File: src/rtl/uart_tx_serializer.sv
// UART transmitter: latches one W_BUS-bit word and sends it as N_WORDS framed characters, word 0 first.
// Optional even parity in bit BITS_PER_WORD+1 of each character when UART_TX_PARITY_EN is defined.
//
// state | meaning
// IDLE  | line high, s_ready=1, waiting for s_valid
// SEND  | shifting characters onto tx, inputs ignored
module uart_tx_serializer #(
  parameter int CLOCKS_PER_PULSE = 4,
  parameter int BITS_PER_WORD    = 8,
  parameter int W_BUS            = 40,
  parameter int PACKET_SIZE      = 13
) (
  input  logic             clk,
  input  logic             rst,
  input  logic             s_valid,
  output logic             s_ready,
  input  logic [W_BUS-1:0] s_data,
  output logic             tx,
  output logic             busy
);

  localparam int N_WORDS = W_BUS / BITS_PER_WORD;
  localparam int PULSE_W = (CLOCKS_PER_PULSE > 1) ? $clog2(CLOCKS_PER_PULSE) : 1;
  localparam int BIT_W   = $clog2(PACKET_SIZE);
  localparam int WORD_W  = (N_WORDS > 1) ? $clog2(N_WORDS) : 1;

  localparam logic [PULSE_W-1:0] PULSE_LAST = PULSE_W'(CLOCKS_PER_PULSE - 1);
  localparam logic [BIT_W-1:0]   BIT_LAST   = BIT_W'(PACKET_SIZE - 1);
  localparam logic [WORD_W-1:0]  WORD_LAST  = WORD_W'(N_WORDS - 1);

  if (W_BUS % BITS_PER_WORD != 0) begin : g_bad_bus
    $error("W_BUS must be a multiple of BITS_PER_WORD");
  end
  if (PACKET_SIZE < BITS_PER_WORD + 2) begin : g_bad_packet
    $error("PACKET_SIZE must be at least BITS_PER_WORD+2");
  end
`ifdef UART_TX_PARITY_EN
  if (PACKET_SIZE < BITS_PER_WORD + 3) begin : g_bad_parity
    $error("parity needs PACKET_SIZE of at least BITS_PER_WORD+3");
  end
`endif

  typedef enum logic {IDLE = 1'b0, SEND = 1'b1} state_t;

  state_t              state_q, state_n;
  logic [W_BUS-1:0]    shift_q, shift_n;
  logic [WORD_W-1:0]   word_q, word_n;
  logic [BIT_W-1:0]    bit_q, bit_n;
  logic [PULSE_W-1:0]  pulse_q, pulse_n;
  logic                tx_q, tx_n;
  logic                busy_q;
  logic [BITS_PER_WORD-1:0] cur_char;

  always_ff @(posedge clk or posedge rst) begin
    if (rst) begin
      state_q <= IDLE;
      shift_q <= '0;
      word_q  <= '0;
      bit_q   <= '0;
      pulse_q <= '0;
      tx_q    <= 1'b1;
      busy_q  <= 1'b0;
    end else begin
      state_q <= state_n;
      shift_q <= shift_n;
      word_q  <= word_n;
      bit_q   <= bit_n;
      pulse_q <= pulse_n;
      tx_q    <= tx_n;
      busy_q  <= (state_n == SEND);
    end
  end

  always_comb begin
    state_n = state_q;
    shift_n = shift_q;
    word_n  = word_q;
    bit_n   = bit_q;
    pulse_n = pulse_q;
    case (state_q)
      IDLE: begin
        if (s_valid) begin
          state_n = SEND;
          shift_n = s_data;
          word_n  = '0;
          bit_n   = '0;
          pulse_n = '0;
        end
      end
      SEND: begin
        if (pulse_q == PULSE_LAST) begin
          pulse_n = '0;
          if (bit_q == BIT_LAST) begin
            bit_n = '0;
            if (word_q == WORD_LAST) begin
              state_n = IDLE;
              word_n  = '0;
            end else begin
              word_n  = word_q + 1'b1;
              shift_n = shift_q >> BITS_PER_WORD;
            end
          end else begin
            bit_n = bit_q + 1'b1;
          end
        end else begin
          pulse_n = pulse_q + 1'b1;
        end
      end
      default: state_n = IDLE;
    endcase
  end

  // tx is computed from next-state counters so the registered pad output lines up with the bit slot
  always_comb begin
    cur_char = shift_n[BITS_PER_WORD-1:0];
    tx_n     = 1'b1;
    if (state_n == SEND) begin
      if (bit_n == '0) tx_n = 1'b0;
      for (int i = 0; i < BITS_PER_WORD; i++) begin
        if (bit_n == BIT_W'(i + 1)) tx_n = cur_char[i];
      end
`ifdef UART_TX_PARITY_EN
      if (bit_n == BIT_W'(BITS_PER_WORD + 1)) tx_n = ^cur_char;
`endif
    end
  end

  assign s_ready = (state_q == IDLE);
  assign tx      = tx_q;
  assign busy    = busy_q;

endmodule

File: config.mk
export PLATFORM = sky130hd
export DESIGN_NAME = uart_tx_serializer
export DESIGN_NICKNAME = d
export VERILOG_FILES = /design/src/rtl/uart_tx_serializer.sv
export SDC_FILE = /design/constraint.sdc
export NUM_CORES = 1
export LEC_CHECK = 0
export BUFFER_PORTS_ARGS = -buffer_cell sky130_fd_sc_hd__buf_2
export CORE_MARGIN = 2
export CORE_UTILIZATION = 60
export CTS_BUF_LIST = sky130_fd_sc_hd__clkbuf_8
export DETAILED_ROUTE_END_ITERATION = 7
export PLACE_DENSITY_LB_ADDON = 0.1
export SYNTH_ARGS = -nofsm -noshare
export SYNTH_HDL_FRONTEND = slang
export SYNTH_SLANG_ARGS = --single-unit
File: constraint.sdc
create_clock -name clk -period 3.5 [get_ports clk]
set_input_delay 0.35 -clock clk [delete_from_list [all_inputs] [get_ports clk]]
set_output_delay 0.35 -clock clk [all_outputs]
set_load 0.005 [all_outputs]
==> summary.txt <==
Outcome
  • Result of the run: completed

Yosys
  • Sequential area share after synthesis: 51.6%
  • Seq cells post-synth: 51
  • Number of distinct library cell variants in the gate-level netlist after synthesis: 40
  • Proportion of synthesized area in mux cells: between 2 and 2.5%
  • Cell area after synthesis: ~2500 sq um
  • Mean post-synth cell area: around 9 sq um
  • FFs w/ async S/R, synth: 100%
  • Ranking of synthesized cells by area: sky130_fd_sc_hd__dfrtp_1 (51%), sky130_fd_sc_hd__nand2_1 (11%), sky130_fd_sc_hd__a22oi_1 (8.8%)
  • Adder and majority gate portion of the synthesized area: around 2.5%
  • Simple-gate share of the synthesized area: between 10% and 20%
  • Synth Flop Type: sky130_fd_sc_hd__dfrtp_1
  • Number of enable-type register cells in the synthesized netlist: 0
  • Post-synthesis instance total: 270
  • Syn_nets: 318
  • Dominant combinational cell family by area after synthesis: simple AND/OR/NAND/NOR gates
  • Synth Area in Compound Gates: a little under a fifth
  • Warnings from Yosys: 0
  • Most frequently used cell type in the post-synthesis netlist: sky130_fd_sc_hd__nand2_1
  • Fraction of post-synthesis cell area in the top cell type by area: roughly 51%
  • Synthesized-area fraction occupied by xor and xnor cells: 0%
  • Post-synth top area cell: sky130_fd_sc_hd__dfrtp_1
  • Synth cell count leaders: sky130_fd_sc_hd__nand2_1 (75), sky130_fd_sc_hd__dfrtp_1 (50), sky130_fd_sc_hd__a22oi_1 (29), sky130_fd_sc_hd__nand3_1 (16), sky130_fd_sc_hd__o21ai_0 (12)

Pwr
  • Maximum ir drop on the vdd rail: 0.000385 V
  • Power consumption: slightly below 2 mW
  • P_leak: approximately 1.4 nW
  • Areal power density over the cells: ~700 nW/um^2

Floorplan
  • Width of the die: just under 70 microns
  • Placeable core region: between 4000 and 5000 sq um
  • Die height: 68.3 microns
  • Starting density of the core: about three fifths
  • Number of top-level pins: 46
  • Floorplan die area: between 4000 and 5000 sq um
  • Total number of placement rows: 23

Global routing
  • Number of antenna violations at the first check in global routing: 0
  • Number of global-route vias before repair: between 1500 and 2000
  • Overall routing resource usage: 25.4%
  • Wire length of the first global-routing pass: roughly 8600 microns
  • Largest net degree at the start of global routing: 52
  • Remaining global-route overflow: 0

Layout
  • Post-route non-filler standard cell count: 360
  • Fraction of layout instances using a drive strength above 1: 20.3%
  • Final antenna diode count: 0
  • Area of the multi-input gates: 1080 sq um
  • Reg area: approximately 1300 sq um
  • Filler instances: 307
  • Total number of nets in the final design: approximately 360
  • Growth of design area from synthesis to finish: 12.9%

Clocking
  • Post-CTS Hold Fix Bufs: 0
  • # clock sinks: 51
  • TritonCTS clock tree: done
  • H-tree lvl count: 2
  • Clock slew seen by the registers of the worst setup and hold paths: around 90 ps
  • Resized cells post-CTS: 0
  • CTS root buf: sky130_fd_sc_hd__clkbuf_8
  • Clock network latency to the later pin of the worst-skew pair: ~300 ps
  • Post-CTS setup buffer count: 0
  • Number of buffers on the longest clock path: 2
  • Cts bufs inserted: 5

Placed design
  • Final estimated routing congestion in global placement: 0.855
  • Post-placement worst setup slack: 1040 ps
  • Half-perimeter wire length of the detailed placement result: roughly 3500 microns
  • Placed Cells: between 300 and 400
  • Count of input and output buffers: 45

Timing
  • Setup slack after layout: around 1000 ps
  • Final-layout worst hold slack: about 240 ps
  • Measured slew at the worst slew-check pin: between 1000 and 1500 ps
  • Remaining max-slew budget at the tightest pin: between 30% and 40%
  • RSZ-0062 raised after global routing: no
  • Finish-stage setup viols: 0
  • Achievable frequency: between 300 and 400 MHz
  • Crit share post-route: between 70% and 80%
  • Sum Neg Setup Slack: 0 ps
  • Largest clock skew in the final design: roughly 5.4 ps
  • Hold Violations, Final: 0
  • Count of pins over their slew limit: 0
  • Final critical delay including setup and external delays: about 2500 ps

Worst setup path
  • Crit end category: flip-flop
  • Critical Setup Path Class: reg2reg
  • Endpoint required time on the critical path: about 3700 ps
  • Top fanout value on the critical path: 25
  • Worst EP arrival: approximately 2700 ps
  • Type of origin of the critical path: flip-flop

Worst hold path
  • Class of the tightest hold or removal check: in2reg

Route
  • Drt wl/cell: 14.5 microns
  • DRT Pass-1 Iters: 4
  • Detailed-route via count: between 2000 and 2500
  • Remaining number of nets flagged by the antenna check after routing: 0
  • Via density: ~5.7
  • Residual DRC: 0
  • Violation count after the first detailed-routing iteration: ~150
  • Total wire length: roughly 5200 microns

Flow run
  • Maximum capacitance violations: 0
-- path summary, 6_finish.rpt --
path,start,end,slack (ps),depth (start not counted)
setup / recovery,bit_q[0],shift_q[21],990,10
hold / removal,s_data[38],shift_q[38],240,3
setup reg to reg,bit_q[0],shift_q[21],990,10
hold reg to reg,shift_q[18],shift_q[18],490,2
max in group asynchronous,rst,shift_q[10],2550,2
min in group asynchronous,rst,shift_q[38],300,2
-- critical path: stages (launching register included) --
cell	delay, ps
sky130_fd_sc_hd__dfrtp_1	450
sky130_fd_sc_hd__inv_1	110
sky130_fd_sc_hd__ha_1	250
sky130_fd_sc_hd__and4_1	450
sky130_fd_sc_hd__nand2_1	180
sky130_fd_sc_hd__nor2_2	130
sky130_fd_sc_hd__buf_4	270
sky130_fd_sc_hd__nor2_1	170
sky130_fd_sc_hd__buf_4	240
sky130_fd_sc_hd__nand2_1	90
sky130_fd_sc_hd__nand2_1	50
-- through the flow --
stage | area (sq um) | util, %
final | 2800 | 69.9
after global routing | 2800 | 69.9
after CTS | 2800 | 69.9
after detailed placement | 2720 | 67.9
after global placement | 2720 | 67.9
after floorplan | 2480 | -
-- cell families after synthesis --
logic type,count (synthesis)
compound gates,68
fa+ha+maj,5
buf+inv,27
flops,51
mux,5
simple gates,114
-- power by group --
| group | total, mW | internal, mW | switching [mW] |
|---|---|---|---|
| Clock | 0.315 | 0.135 | 0.180 |
| Sequential | 1.02 | 0.853 | 0.168 |
| Combinational | 0.633 | 0.268 | 0.364 |
-- layout make-up --
class                      instances  share of cell area, %
timing repair buffer              49                   9.13
clock buffer                       5                   2.46
sequential                        51                   45.7
multi-input combinational        192                   38.7
tap                               50                   2.24
clock inverter                     3                  0.447
inverter                          10                   1.34
-- placed cells by master (no fill, tap or decap), types with 2 or more instances in the layout --
cell type                  netlist  routed
sky130_fd_sc_hd__a211oi_1        3       3
sky130_fd_sc_hd__a21oi_1         5       5
sky130_fd_sc_hd__a22oi_1        29      29
sky130_fd_sc_hd__a31oi_1         6       6
sky130_fd_sc_hd__buf_2           6      45
sky130_fd_sc_hd__buf_4           1       4
sky130_fd_sc_hd__clkbuf_8        0       5
sky130_fd_sc_hd__dfrtp_1        50      50
sky130_fd_sc_hd__ha_1            5       5
sky130_fd_sc_hd__inv_1           9      10
sky130_fd_sc_hd__inv_2           1       2
sky130_fd_sc_hd__mux2i_1         5       5
sky130_fd_sc_hd__nand2_1        75      75
sky130_fd_sc_hd__nand2b_1        3       3
sky130_fd_sc_hd__nand3_1        16      16
sky130_fd_sc_hd__nand4_1         2       2
sky130_fd_sc_hd__nor2_1          6       6
sky130_fd_sc_hd__nor2b_1         4       3
sky130_fd_sc_hd__nor3_1          2       2
sky130_fd_sc_hd__o21a_1          2       2
sky130_fd_sc_hd__o21ai_0        12      12
sky130_fd_sc_hd__o21ai_1         2       2
-- metal layers --
metal	track usage [%]	vias up	share of wire, %
met5	0	-	0
met4	8.25	0	1.9
met3	5.92	10	5.6
met2	41.7	78	51
met1	33.4	957	41
li1	-	1021	-
-- flip-flops by register name, indices dropped and copies added (netlist names) --
register,count
shift_q,40
busy,1
tx,1
bit_q,4
word_q,3
pulse_q,2
Note: power is estimated with default switching activity, not from simulation.
